==> src/rtl/stack_cmd_if.sv <==
// Command handshake between the control unit and the stack controller.
// Master issues commands; slave (the controller) raises cmd_ready when it can accept one.
interface stack_cmd_if;
    logic       cmd_valid;
    logic [2:0] cmd_op;
    logic [1:0] cmd_src;
    logic       cmd_ready;

    modport master (output cmd_valid, cmd_op, cmd_src, input cmd_ready);
    modport slave  (input cmd_valid, cmd_op, cmd_src, output cmd_ready);
endinterface

==> src/rtl/stack_controller.sv <==
// Stack pointer owner and write sequencer for Stack_Memory (downward-growing stack).
// One command at a time: IDLE accepts, WR drives the memory write, DONE pulses completion.
module stack_controller #(
    parameter int DEPTH = 64,
    parameter int CNT_W = 7
) (
    input  logic             clk,
    input  logic             reset_n,
    stack_cmd_if.slave       cmd,
    input  logic [31:0]      read1,
    output logic [1:0]       stack_write_src,
    output logic [31:0]      sp,
    output logic [31:0]      pop_data,
    output logic             done,
    output logic             err,
    output logic             full,
    output logic             empty,
    output logic [CNT_W-1:0] count,
    output logic             overflow_err,
    output logic             underflow_err
);
    localparam int SP_W = $clog2(DEPTH + 1);
    localparam logic [SP_W-1:0] SP_EMPTY = SP_W'(DEPTH);

    localparam logic [2:0] OP_NOP   = 3'b000;
    localparam logic [2:0] OP_PUSH  = 3'b001;
    localparam logic [2:0] OP_POP   = 3'b010;
    localparam logic [2:0] OP_BINOP = 3'b011;
    localparam logic [2:0] OP_CALL  = 3'b100;
    localparam logic [2:0] OP_RET   = 3'b101;
    localparam logic [2:0] OP_CLEAR = 3'b110;

    localparam logic [1:0] SRC_ALU = 2'b01;
    localparam logic [1:0] SRC_PC  = 2'b11;

    typedef enum logic [1:0] {IDLE = 2'd0, WR = 2'd1, DONE = 2'd2} state_t;

    state_t          state_q, state_d;
    logic [SP_W-1:0] sp_q, sp_d;
    logic [1:0]      src_q, src_d;
    logic [31:0]     pop_q, pop_d;
    logic            err_q, err_d;
    logic            ovf_q, ovf_d;
    logic            unf_q, unf_d;
    logic            is_full, is_empty;
    logic [CNT_W-1:0] cnt;

    assign is_full  = (sp_q == '0);
    assign is_empty = (sp_q == SP_EMPTY);
    assign cnt      = CNT_W'(SP_EMPTY - sp_q);

    always_ff @(posedge clk or negedge reset_n) begin
        if (!reset_n) begin
            state_q <= IDLE;
            sp_q    <= SP_EMPTY;
            src_q   <= 2'b00;
            pop_q   <= '0;
            err_q   <= 1'b0;
            ovf_q   <= 1'b0;
            unf_q   <= 1'b0;
        end else begin
            state_q <= state_d;
            sp_q    <= sp_d;
            src_q   <= src_d;
            pop_q   <= pop_d;
            err_q   <= err_d;
            ovf_q   <= ovf_d;
            unf_q   <= unf_d;
        end
    end

    // SP is committed at accept, so WR already presents the target address to the memory.
    always_comb begin
        state_d = state_q;
        sp_d    = sp_q;
        src_d   = src_q;
        pop_d   = pop_q;
        err_d   = err_q;
        ovf_d   = ovf_q;
        unf_d   = unf_q;
        case (state_q)
            IDLE: begin
                if (cmd.cmd_valid) begin
                    err_d   = 1'b0;
                    state_d = DONE;
                    case (cmd.cmd_op)
                        OP_PUSH, OP_CALL: begin
                            if (is_full) begin
                                ovf_d = 1'b1;
                                err_d = 1'b1;
                            end else begin
                                sp_d    = sp_q - SP_W'(1);
                                src_d   = (cmd.cmd_op == OP_CALL) ? SRC_PC : cmd.cmd_src;
                                state_d = WR;
                            end
                        end
                        OP_POP, OP_RET: begin
                            if (is_empty) begin
                                unf_d = 1'b1;
                                err_d = 1'b1;
                            end else begin
                                pop_d = read1;
                                sp_d  = sp_q + SP_W'(1);
                            end
                        end
                        OP_BINOP: begin
                            if (cnt < CNT_W'(2)) begin
                                unf_d = 1'b1;
                                err_d = 1'b1;
                            end else begin
                                sp_d    = sp_q + SP_W'(1);
                                src_d   = SRC_ALU;
                                state_d = WR;
                            end
                        end
                        OP_CLEAR: begin
                            sp_d  = SP_EMPTY;
                            ovf_d = 1'b0;
                            unf_d = 1'b0;
                        end
                        OP_NOP: ;
                        default: err_d = 1'b1;
                    endcase
                end
            end
            WR:      state_d = DONE;
            DONE:    state_d = IDLE;
            default: state_d = IDLE;
        endcase
    end

    assign cmd.cmd_ready   = (state_q == IDLE);
    assign stack_write_src = (state_q == WR) ? src_q : 2'b00;
    assign sp              = 32'(sp_q);
    assign pop_data        = pop_q;
    assign done            = (state_q == DONE);
    assign err             = (state_q == DONE) && err_q;
    assign full            = is_full;
    assign empty           = is_empty;
    assign count           = cnt;
    assign overflow_err    = ovf_q;
    assign underflow_err   = unf_q;
endmodule
==> src/flat_wrapper.sv <==
// flat-port wrapper written by rule: the top's interface ports become plain ports
module stack_controller_flat 
#(
    parameter int DEPTH = 64,
    parameter int CNT_W = 7
)
  (clk, reset_n, read1, stack_write_src, sp, pop_data, done, err, full, empty, count, overflow_err, underflow_err, cmd_cmd_valid, cmd_cmd_op, cmd_cmd_src, cmd_cmd_ready);
  stack_cmd_if cmd_i ();
  input  logic clk;
  input  logic reset_n;
  input  logic [31:0] read1;
  output logic [1:0] stack_write_src;
  output logic [31:0] sp;
  output logic [31:0] pop_data;
  output logic done;
  output logic err;
  output logic full;
  output logic empty;
  output logic [CNT_W-1:0] count;
  output logic overflow_err;
  output logic underflow_err;
  input wire logic [$bits(cmd_i.cmd_valid)-1:0] cmd_cmd_valid;
  input wire logic [$bits(cmd_i.cmd_op)-1:0] cmd_cmd_op;
  input wire logic [$bits(cmd_i.cmd_src)-1:0] cmd_cmd_src;
  output wire logic [$bits(cmd_i.cmd_ready)-1:0] cmd_cmd_ready;
  assign cmd_i.cmd_valid = cmd_cmd_valid;
  assign cmd_i.cmd_op = cmd_cmd_op;
  assign cmd_i.cmd_src = cmd_cmd_src;
  assign cmd_cmd_ready = cmd_i.cmd_ready;
  stack_controller #(.DEPTH(DEPTH), .CNT_W(CNT_W)) u_core (.clk(clk), .reset_n(reset_n), .cmd(cmd_i), .read1(read1), .stack_write_src(stack_write_src), .sp(sp), .pop_data(pop_data), .done(done), .err(err), .full(full), .empty(empty), .count(count), .overflow_err(overflow_err), .underflow_err(underflow_err));
endmodule
==> config.mk <==
export PLATFORM = sky130hd
export DESIGN_NAME = stack_controller_flat
export DESIGN_NICKNAME = d
export VERILOG_FILES = /design/src/rtl/stack_cmd_if.sv /design/src/rtl/stack_controller.sv /design/src/flat_wrapper.sv
export SDC_FILE = /design/constraint.sdc
export NUM_CORES = 1
export LEC_CHECK = 0
export CAP_MARGIN = 20
export CORE_MARGIN = 3
export CORE_UTILIZATION = 42
export CTS_BUF_LIST = sky130_fd_sc_hd__clkbuf_8 sky130_fd_sc_hd__clkbuf_16
export DETAILED_ROUTE_END_ITERATION = 10
export MAX_ROUTING_LAYER = met4
export PLACE_DENSITY = 0.81
export SLEW_MARGIN = 15
export SYNTH_ARGS = -nofsm -noshare
export SYNTH_HDL_FRONTEND = slang
export SYNTH_SLANG_ARGS = --single-unit
==> constraint.sdc <==
create_clock -name clk -period 3.21 [get_ports clk]
set_input_delay 0.642 -clock clk [delete_from_list [all_inputs] [get_ports clk]]
set_output_delay 0.642 -clock clk [all_outputs]
set_load 0.01 [all_outputs]
=== After elaboration in Yosys (flattened, before gate mapping) ===
Index checks and enable logic that the tools add are counted.

* Add/sub/neg operators: 3
* $lt $le $gt $ge: 1
* Eq/ne operators: 16
* Mux-type cells: 23
* Bitwise gates (word level): 1
* Reductions and logical operators: 17

{| class="wikitable"
|+ Operator list
! kind !! count
|-
| $pmux 7 s4 || 1
|-
| $mux 7 || 3
|-
| $mux 2 || 7
|-
| $ne 2x2->1 const B || 6
|-
| $pmux 2 s2 || 3
|-
| $reduce_and 5->1 || 2
|-
| $eq 3x3->1 const B || 3
|-
| $reduce_and 4->1 || 2
|-
| $add 7x1->7 const B || 1
|-
| $eq 7x7->1 const B || 1
|-
| $logic_not 7->1 || 1
|-
| $lt 7x2->1 const B || 1
|-
| $sub 7x1->7 const B || 1
|-
| $sub 7x7->7 const A || 1
|-
| $eq 3x2->1 const B || 2
|-
| $mux 1 || 6
|-
| $reduce_and 6->1 || 1
|-
| $reduce_or 2->1 || 3
|-
| $pmux 1 s4 || 1
|-
| $reduce_bool 2->1 || 2
|-
| $reduce_bool 4->1 || 1
|-
| $eq 3x1->1 const B || 1
|-
| $logic_not 3->1 || 1
|-
| $pmux 1 s3 || 1
|-
| other kinds (9) || 9
|}

* Register bits: 46
* Output and inout port bits: 80
* Logic and storage cells: 68

=== Depth between registers and ports, before layout ===
* Word-level depth: 6
* Mapped depth: 11
* Depth with buffers taken out: 10

=== Worst setup path after synthesis ===
OpenSTA, ideal clock, no wires.

* Kind: input port to flip-flop
* Start: input cmd_cmd_op[2]
* End: register u_core.sp_q[6]
* Setup time: 0.087 ns
* Data arrival time: 2.839 ns
* Slack: 0.284 ns
* Stages: 10
* Path through: clkbuf_1 > inv_1 > a21oi_1 > ha_1 > a211oi_1 > o21bai_1 > a21oi_1 > xnor2_1 > nor4bb_1 > nor3_1

* Cells in the longest elaborated chain, start to end: 4

{| class="wikitable"
|+ RTL lines
! what !! RTL line !! source
|-
| start: declaration || flat_wrapper.sv:23 || <nowiki>input wire logic [$bits(cmd_i.cmd_op)-1:0] cmd_cmd_op;</nowiki>
|-
| $eq 3x1->1 (tied with other cells) || stack_controller.sv:86 || <nowiki>case (cmd.cmd_op)</nowiki>
|-
| $reduce_or 2->1 || stack_controller.sv:86 ||
|-
| $reduce_bool 4->1 (no line) / $ne 2x2->1 (equally long branches) || n/a ||
|-
| $reduce_and 6->1 (no line) || n/a ||
|-
| end signal: assignment || stack_controller.sv:63 || <nowiki>sp_q <= sp_d;</nowiki>
|-
| end: declaration || stack_controller.sv:39 || <nowiki>logic [SP_W-1:0] sp_q, sp_d;</nowiki>
|}

Parallel ways exist; a longest one is shown, timed or not.
A chain may end at the register's enable or synchronous reset.

=== Worst setup path in the final report ===
* Start: register u_core.sp_q[1]
* End: output count[6]

* Cells in the longest elaborated chain, start to end: 1

{| class="wikitable"
|+ RTL lines
! what !! RTL line !! source
|-
| $sub 7x7->7 || stack_controller.sv:50 || <nowiki>assign cnt = CNT_W'(SP_EMPTY - sp_q);</nowiki>
|-
| end: declaration || flat_wrapper.sv:19 || <nowiki>output logic [CNT_W-1:0] count;</nowiki>
|}

No other way between the ends.

==> results_dict.tcl <==
set metrics [dict create \
    arrival_ns 2.45 \
    finalWirelength_mm 6.246 \
    synth_edf_count 0 \
    grt_pass1_wl_mm 9.936 \
    power.total_mw 3.238 \
    rows 28 \
    drv_cap 0 \
    syn_area_per_cell_um2 10.98 \
    crit_cells 6 \
    routedWlPerCell_um 14.91 \
    antenna_found_initial 0 \
    hold_class "primary input to async pin" \
    clockPowerShare 0.130 \
    drt-initial-drc-count 65 \
    drc 0 \
    power_leakage_nw 1.607 \
    area_growth_pct 41.54 \
    worst_r2r_path_depth 9 \
    cts_made_buffers 5 \
    period_needed_ns 3.092 \
    cts_tree "done" \
    synthTopCellsByCount "45 x dfrtp_1, 33 x mux2_2, 26 x buf_4" \
    cp_top_family "simple AND/OR/NAND/NOR gates" \
    crit_type "flop to primary output" \
    clk_latency_ns 0.30 \
    swShare 0.3493 \
    die_area_mm2 0.007232 \
    clkTransAtPathRegs_ns 0.09 \
    yosysSeqAreaShare 0.4392 \
    cts_buffer_depth 2 \
    slew_viol_final 0 \
    diodes 0 \
    cp_slowest_cell "clkdlybuf4s50_1" \
    hold_viol_final 0 \
    chipHeight_um 85.04 \
    startpoint "u_core.sp_q[1]" \
    grt_pass1_vias 1997 \
    synth_seq_cells 46 \
    switchingPower_mw 1.131 \
    dr.pass1.iters 4 \
    yosys_warnings 0 \
    grt_max_degree 47 \
    num-nets-final 390 \
    cts_sinks 46 \
    ant_nets 0 \
    synthAdderAreaFrac 0.03624 \
    synth.area.top_cells "dfrtp_1 43%, mux2_2 14%, buf_4 7.4%" \
    synth_xor_area_frac 0.03624 \
    grt_overflow 0 \
    rsz0062_at_grt "false" \
    post_cts_resized 0 \
    reg2reg_from "u_core.sp_q[1]" \
    p_int_mw 2.107 \
    max_stage_delay_ns 0.56 \
    crit_required_ns 2.57 \
    worstPathCellList "inv_1 -> ha_1 -> or3b_4 -> nor3_4 -> xor2_2 -> clkdlybuf4s50_1" \
    critPathCaptureType "primary output" \
    crit_path_max_fanout 5 \
    die_x_um 85.04 \
    worst_pin_slew_ns 0.9185 \
    synth.area.mux_share 0.1512 \
    timing.final.crit_share 0.9634 \
    max_freq_mhz 323.4 \
    port_buffers 94 \
    htree_levels 2 \
    via_per_inst 5.053 \
    ir_drop_v 0.0005711 \
    ys.flop_type "dfrtp_1" \
    synth.largest_area_cell "dfrtp_1" \
    dr_total_vias 2117 \
    grt_use_total 0.1773 \
    netlist_instances 239 \
    async_flop_share 1.000 \
    core_area_mm2 0.005991 \
    cp_num_buf_inv 2 \
    p_per_area_mw_per_mm2 872.1 \
    cts_root_buffer "clkbuf_8" \
    drive_above_1_share 0.2006 \
    synth_top_area_frac 0.4292 \
    yosys.area_share.simple 0.1350 \
    worstSetupStartpointType "flop" \
    finalSetupViolCount 0 \
    synth_compound_area_frac 0.08965 \
    status "complete, no violations" \
    synth_top_family_by_area "multiplexers" \
    gp_congestion 0.9526 \
    fin_setup_tns_ns 0 \
    initial_core_util 0.4380 \
    p_seq_frac 0.322 \
    skew_ns 0.01030 \
    synth_area_mm2 0.002624 \
    ys_types 51 \
    combPwrFrac 0.548 \
    slew_headroom 0.3840 \
    pin_count 120 \
    hpwl_mm 4.816 \
    synth_most_common_cell "dfrtp_1" \
]
[final timing paths]
path	endpoint	slack, ns
setup / recovery	count[6]	0.12
hold / removal	u_core.pop_data[11]	0.22
setup reg to reg	u_core.sp_q[6]	0.35
hold reg to reg	u_core.pop_data[4]	0.51
max in group asynchronous	u_core.sp_q[6]	2.46
min in group clk	u_core.pop_data[4]	0.51
[area by class of cell]
class                           count  area [um^2]
Tap cell                           75        93.84
Clock buffer                        5        68.82
Multi-Input combinational cell    175         1270
Fill cell                         481         2277
Sequential cell                    46         1152
Timing Repair Buffer              110         1069
Inverter                            5        18.77
Clock inverter                      3        41.29
[cell usage in the layout (no fill, tap or decap), drive strengths merged, types with 6 or more instances in the layout]
| master | instances |
|---|---|
| nor3 | 8 |
| nor2 | 16 |
| xnor2 | 7 |
| a21oi | 8 |
| nand2 | 14 |
| clkdlybuf4s50 | 93 |
| dfrtp | 45 |
| buf | 17 |
| conb | 25 |
| mux2 | 34 |
| o21ai | 7 |
| inv | 6 |
| ha | 6 |
[timing repair]
item | CTS | global route
setup buffers | 0 | 1
hold buffers | 0 | 0
setup endpoints to repair | 0 | 1
[kinds of logic (layout without fill, tap and decap cells)]
family,count (synthesis),in the layout
adder cells (fa/ha/maj),7,7
multiplexers,35,35
buffers and inverters,42,123
AND/OR/NAND/NOR,64,64
flip-flops,46,46
XOR/XNOR,10,10
AO/OA/AOI/OAI,34,34
other,1,25
[metrics by stage]
step / hold WS [ns] / std cells / worst slack [ns] / util / area (um^2)
final: 0.2197 / 419 / 0.1176 / 0.6199 / 3714
after global routing: 0.2253 / 419 / 0.004882 / 0.6199 / 3714
after CTS: 0.5114 / 417 / 0.008614 / 0.6153 / 3686
after detailed placement: 0.4922 / 409 / -0.02243 / 0.5969 / 3576
after global placement: 0.4851 / 409 / 0.1028 / 0.5969 / 3576
after floorplan: 0.3464 / 263 / 0.2844 / - / 2714
[worst reg2reg max path, delay by kind of cell (launching register included)]
kind / cells / cell delay [ns]
buffers and inverters: 2 / 0.23
flip-flops: 1 / 0.39
adder cells (fa/ha/maj): 1 / 0.23
AND/OR/NAND/NOR: 4 / 1.05
AO/OA/AOI/OAI: 1 / 0.77
XOR/XNOR: 1 / 0.13
[power groups by stage]
stage	Clock (mW)	Combinational [mW]	Sequential (mW)
2_1_floorplan	0	0.802	1.13
5_1_grt	0.462	1.90	1.09
3_3_place_gp	0	1.72	1.04
6_report	0.422	1.77	1.04
4_1_cts	0.437	1.77	1.05
3_5_place_dp	0	1.76	1.06
[registers in the layout, indices dropped and copies added, names as in the netlist]
register and cells:
u_core.pop_data 32, u_core.sp_q 7, u_core.src_q 2, u_core.state_q 2
u_core.err_q 1, u_core.overflow_err 1, u_core.underflow_err 1
[routing by layer]
layer	global-route usage	share of wire
met4	0.05899	0.013
met1	0.2284	0.44
met3	0.03107	0.077
met5	-	0
met2	0.2839	0.47
Power figures use the tool's default switching activity.
